--- config.mk ---
export PLATFORM = sky130hd
export DESIGN_NAME = demux_1x2_sched
export DESIGN_NICKNAME = d
export VERILOG_FILES = /design/src/rtl/demux_pkg.sv /design/src/rtl/dlv_counter.sv /design/src/rtl/demux_1x2_sched.sv
export SDC_FILE = /design/constraint.sdc
export NUM_CORES = 1
export LEC_CHECK = 0
export CAP_MARGIN = 10
export CORE_MARGIN = 10
export CORE_UTILIZATION = 48
export CTS_CLUSTER_DIAMETER = 150
export CTS_CLUSTER_SIZE = 14
export DETAILED_ROUTE_END_ITERATION = 7
export HOLD_SLACK_MARGIN = 0.08
export PLACE_DENSITY = 0.81
export SLEW_MARGIN = 20
export SYNTH_ARGS = -nofsm -noshare
export SYNTH_HDL_FRONTEND = slang
export SYNTH_HIERARCHICAL = 1
export SYNTH_SLANG_ARGS = --single-unit
--- constraint.sdc ---
create_clock -name clk -period 2.75 [get_ports clk]
set_clock_uncertainty 0.2 [all_clocks]
set_input_delay 0.6875 -clock clk [delete_from_list [all_inputs] [get_ports clk]]
set_output_delay 0.6875 -clock clk [all_outputs]
set_load 0.02 [all_outputs]
--- src/rtl/demux_pkg.sv ---
// Shared definitions for the 1-to-2 scheduled demultiplexer: state encoding,
// default widths and the destination decoder.
package demux_pkg;

    localparam int W_DEF  = 8;
    localparam int CW_DEF = 8;

    localparam logic [0:0] IDLE = 1'b0;
    localparam logic [0:0] HOLD = 1'b1;

    function automatic logic [1:0] dest_onehot(input logic dest);
        return dest ? 2'b10 : 2'b01;
    endfunction

endpackage

--- src/rtl/dlv_counter.sv ---
// Wrapping per-port delivery counter; a clear takes priority over an increment.
module dlv_counter
    import demux_pkg::*;
#(
    parameter int CW = CW_DEF
) (
    input  logic          clk,
    input  logic          rst,
    input  logic          inc,
    input  logic          clr,
    output logic [CW-1:0] cnt
);

    always_ff @(posedge clk or posedge rst) begin
        if (rst) begin
            cnt <= '0;
        end else if (clr) begin
            cnt <= '0;
        end else if (inc) begin
            cnt <= cnt + 1'b1;
        end
    end

endmodule

--- src/rtl/demux_1x2_sched.sv ---
// One-entry buffered 1-to-2 demultiplexer: words are steered by in_dest or
// round-robin, held until the addressed port takes them, and counted per port.
module demux_1x2_sched
    import demux_pkg::*;
#(
    parameter int W  = W_DEF,
    parameter int CW = CW_DEF
) (
    input  logic          clk,
    input  logic          rst,
    input  logic          mode,
    input  logic          in_valid,
    output logic          in_ready,
    input  logic [W-1:0]  in_data,
    input  logic          in_dest,
    output logic [1:0]    y_valid,
    input  logic [1:0]    y_ready,
    output logic [W-1:0]  y_data,
    input  logic          clr_cnt,
    output logic [CW-1:0] cnt0,
    output logic [CW-1:0] cnt1
);

    logic [0:0]   state;
    logic [0:0]   state_nxt;
    logic         dest;
    logic         rr_ptr;
    logic [W-1:0] data_q;
    logic         accept;
    logic         delivery;

    // A delivery frees the buffer in the same cycle, so a new word can be
    // accepted behind it without a bubble.
    always_comb begin
        delivery = (state == HOLD) & y_ready[dest];
        in_ready = ~rst & ((state == IDLE) | delivery);
        accept   = in_valid & in_ready;
    end

    always_comb begin
        state_nxt = state;
        if (accept) begin
            state_nxt = HOLD;
        end else if (delivery) begin
            state_nxt = IDLE;
        end
    end

    // mode and in_dest only matter at the moment a word is accepted.
    always_ff @(posedge clk or posedge rst) begin
        if (rst) begin
            state  <= IDLE;
            rr_ptr <= 1'b0;
            dest   <= 1'b0;
            data_q <= '0;
        end else begin
            state <= state_nxt;
            if (accept) begin
                data_q <= in_data;
                dest   <= mode ? rr_ptr : in_dest;
                if (mode) begin
                    rr_ptr <= ~rr_ptr;
                end
            end
        end
    end

    always_comb begin
        y_valid = (state == HOLD) ? dest_onehot(dest) : 2'b00;
        y_data  = data_q;
    end

    dlv_counter #(.CW(CW)) u_cnt0 (
        .clk (clk),
        .rst (rst),
        .inc (delivery & ~dest),
        .clr (clr_cnt),
        .cnt (cnt0)
    );

    dlv_counter #(.CW(CW)) u_cnt1 (
        .clk (clk),
        .rst (rst),
        .inc (delivery & dest),
        .clr (clr_cnt),
        .cnt (cnt1)
    );

    a_valid_onehot0 : assert property (@(posedge clk) disable iff (rst)
        !(y_valid[0] && y_valid[1]));

    a_hold_stable : assert property (@(posedge clk) disable iff (rst)
        (state == HOLD && !delivery) |=> (y_data == $past(y_data) && y_valid == $past(y_valid)));

endmodule

# Word-level counts from Yosys, hierarchy flattened
# Index checks and enable logic that the tools add are counted.
# word_totals
ff_bits	27
in_bits	16
out_inout_bits	27
wordCells	34
# op_classes
n_lt_le_gt_ge	1
n_reduce_logical	4
n_mux	11
n_addsub	2
bitwise_logic	10
# op_table
operator	n
2-to-1 mux 8 bit	4
adder 8 x 1 -> 8 bit, second input constant	2
nonzero test 2 bit	3
AND 1 bit	5
2-to-1 mux 1 bit	5
2-to-1 mux 2 bit	2
NOT 1 bit	4
< comparator 1 x 2 -> 1 bit, second input constant	1
AND reduction 2 bit	1
bitwise OR 1 bit	1

# Logic depth before layout (Yosys ltp)
# logic_depth
depth_word	7
depth_mapped	7
depth_no_buf	5

# Hierarchy
# The synthesis kept the hierarchy.
# modules_own_cells
module	cells_each	n_inst	seq_area_each_um2	area_per_inst_um2
dlv_counter	38	2	200.2	400.4
demux_1x2_sched	40	1	275.3	510.5

# Worst setup path before layout
# No wires, ideal clock.
# synth_path
path_kind	input -> output
startpoint	in y_ready[0]
endpoint	out in_ready
t_arrival_ns	1.167
path_buffers	0
slack_ns	0.695
required_time_ns	1.862
cell_stages	2
path_cell_list	mux2i_2 -> a21oi_1
# synth_between
elab_chain_len	5
# synth_rtl
element	line_no	rtl
from (decl)	demux_1x2_sched.sv:17	input logic [1:0] y_ready,
2-to-1 mux 1 bit (implied by the code) (2 in a row)	demux_1x2_sched.sv:35	delivery = (state == HOLD) & y_ready[dest];
AND 1 bit	demux_1x2_sched.sv:35	
bitwise OR 1 bit	demux_1x2_sched.sv:36	in_ready = ~rst & ((state == IDLE) | delivery);
AND 1 bit	demux_1x2_sched.sv:36	
to (decl)	demux_1x2_sched.sv:13	output logic in_ready,
# No other way between the ends. The select of a mux whose other input is x is not followed.

# Final worst setup path
# Ends and elaborated chain as after synthesis.

==> impl_metrics.tcl <==
set metrics [dict create \
    status "completed" \
    dr.pass1.iters 4 \
    yosysSeqAreaShare 0.515 \
    antenna_found_initial 0 \
    io_buffers 42 \
    nets 181 \
    worstPathArrival_ns 1.77 \
    clk_latency_ns 0.32 \
    htreeDepth 1 \
    async_flop_share 1.00 \
    rsz0062_at_grt "no" \
    synth_nets 134 \
    finalHoldViolCount 0 \
    cp-end-kind "primary output" \
    power_frac_comb 0.320 \
    diodes 0 \
    synthCells 116 \
    worst_pin_slew_ns 0.431 \
    post_drt_wl_per_cell_um 16.3 \
    max_slew_margin 0.712 \
    synth_edf_count 0 \
    core-area_um2 2540 \
    ant_nets 0 \
    cts_tree "built" \
    num_rows 18 \
    ys_ff_latch 27 \
    routabilityCongestion 0.802 \
    p_per_area_nw_per_um2 543 \
    globalRoute.totalOverflow 0 \
    crit_type "in2out" \
    die_w_um 72.3 \
    path_clk_slew_ns 0.14 \
    cts_buffer_depth 2 \
    cts-buffers-inserted 3 \
    num_io_pins 43 \
    pre_cts_ws_ns -0.204 \
    dpl.hpwl_um 2580 \
    p_int_mw 0.668 \
    ctsHoldBuffers 0 \
    p_sw_frac 0.317 \
    die_area_um2 5220 \
    fin_cells 192 \
    netlist_area_um2 1310 \
    grt_pass1_wl_um 5190 \
    p_seq_frac 0.509 \
    drive_gt1_frac 0.148 \
    p_total_mw 0.978 \
    critPathLaunchType "input pin" \
    period_minus_slack_ns 2.66 \
    timing.final.crit_share 0.967 \
    track_usage 0.122 \
    max_clock_freq_ghz 0.376 \
    grt_max_degree 16 \
    crit_path_max_fanout 3 \
    synth-main-ff-cell "dfrtp_1" \
    area_growth_pct 37.2 \
    finalMaxSlewViolations 0 \
    final.setup.tns_ns 0 \
    initialDrtViolationCount 50 \
    hold_path.class "reg2reg" \
    max_cap_violations 0 \
    vias_per_cell 5.36 \
    dp.cells 188 \
    routed_wl_um 3130 \
    switching_power_mw 0.310 \
    vdd_drop_max_mv 0.444 \
    cts_root_buf "clkbuf_4" \
    cts.sinks 27 \
    vias 1030 \
    synth.avg_cell_area_um2 11.3 \
    p_clk_frac 0.171 \
    start_util 0.515 \
    first_global_vias 1110 \
    leakage_nw 0.740 \
    drcViolationCount 0 \
    setup_violations 0 \
    final.setup.worst_slack_ns 0.0903 \
    yosys_warnings 6 \
    die_y_um 72.3 \
    ys_types 27 \
    required_ns 1.86 \
]
cell type report:
cell class	instances	area, um^2
clock inverters	1	5.00
inverters	4	15.0
clock buffers	3	22.5
flip-flops and latches	27	676
multi-input cells	80	587
well taps	30	37.5
fillers	195	746
repair buffers	47	457
timing repair:
item / in CTS / in global routing
hold endpoints to repair: 0 / 0
endpoints found under the setup margin: 1 / 0
gates resized for setup: 1 / 0
buffers inserted: 0 / 0
worst max-delay path, stage by stage:
cell and delay (ns):
clkdlybuf4s50_1 0.50, mux2i_2 0.09, a21oi_1 0.15, dlygate4sd2_1 0.35
logic make-up after synthesis:
group,Yosys count,share of synthesized area
muxes,12,0.102
buffers and inverters,9,0.0372
AOI/OAI and AO/OA,20,0.120
xor gates and xnor gates,9,0.0601
adders and majority gates,2,0.0191
DFF,27,0.515
and+or+nand+nor,37,0.146
power by group through the flow:
stage,clock network (mW),logic [mW],registers (mW)
global placement,0,0.307,0.501
global route,0.192,0.338,0.507
detailed placement,0,0.316,0.506
floorplan,0,0.133,0.536
CTS,0.174,0.317,0.498
finish,0.167,0.313,0.497
routing by layer:
| layer | up-vias | part of all wire | track usage | wire (um) |
|---|---|---|---|---|
| li1 | 496 | - | - | - |
| met1 | 490 | 0.41 | 0.137 | 1270 |
| met2 | 42 | 0.47 | 0.199 | 1460 |
| met3 | 2 | 0.12 | 0.0653 | 364 |
| met4 | 0 | 0.0070 | 0.0258 | 22 |
| met5 | - | 0 | 0 | 0 |
through the flow:
stage	util	cell area (um^2)	hold WS [ns]
after global placement	0.697	1770	0.260
after CTS	0.707	1800	0.285
after global routing	0.707	1800	0.322
after floorplan	-	1310	0.241
after detailed placement	0.697	1770	0.257
final	0.707	1800	0.285
cell usage after synthesis, types with 2 or more instances:
library cell,n,area share
inv_1,4,0.011
nor2_1,10,0.029
dfrtp_1,27,0.52
nand3_1,4,0.015
or3_1,6,0.029
a21oi_1,7,0.027
nand2_1,6,0.017
buf_4,4,0.023
nand2b_1,2,0.0095
o2111ai_4,2,0.040
o21ai_0,8,0.031
xor2_1,7,0.047
xnor2_1,2,0.013
ha_1,2,0.019
mux2i_1,3,0.023
nand4_1,4,0.019
mux2_2,8,0.069
cell usage in the layout (no fill, tap or decap), types with 3 or more instances in the layout:
cell,count
a21oi_1,7
mux2_2,8
nor2_1,10
dfrtp_1,27
nand2_1,6
xor2_1,7
clkbuf_4,3
nand4_1,4
o21ai_0,8
or3_1,6
inv_1,4
mux2i_1,3
clkdlybuf4s50_1,41
buf_4,5
nand3_1,4
worst paths after layout:
path,endpoint,cells past startpoint,slack [ns],start
setup reg to reg,u_cnt0/cnt[5]$_DFFE_PP0P_,5,0.73,state$_DFFE_PP0P_
hold / removal,rr_ptr$_DFFE_PP0P_,1,0.28,rr_ptr$_DFFE_PP0P_
hold reg to reg,rr_ptr$_DFFE_PP0P_,1,0.28,rr_ptr$_DFFE_PP0P_
min in group asynchronous,u_cnt1/cnt[5]$_DFFE_PP0P_,3,0.56,rst
max in group asynchronous,u_cnt0/cnt[5]$_DFFE_PP0P_,3,1.53,rst
setup / recovery,in_ready,4,0.09,y_ready[0]
state kept, by name, indices dropped and copies added, names as in the netlist:
name and flops:
state 1, dest 1, rr_ptr 1, u_cnt1/cnt 8, y_data 8, u_cnt0/cnt 8
No activity file was read; power rests on OpenSTA's default activity.
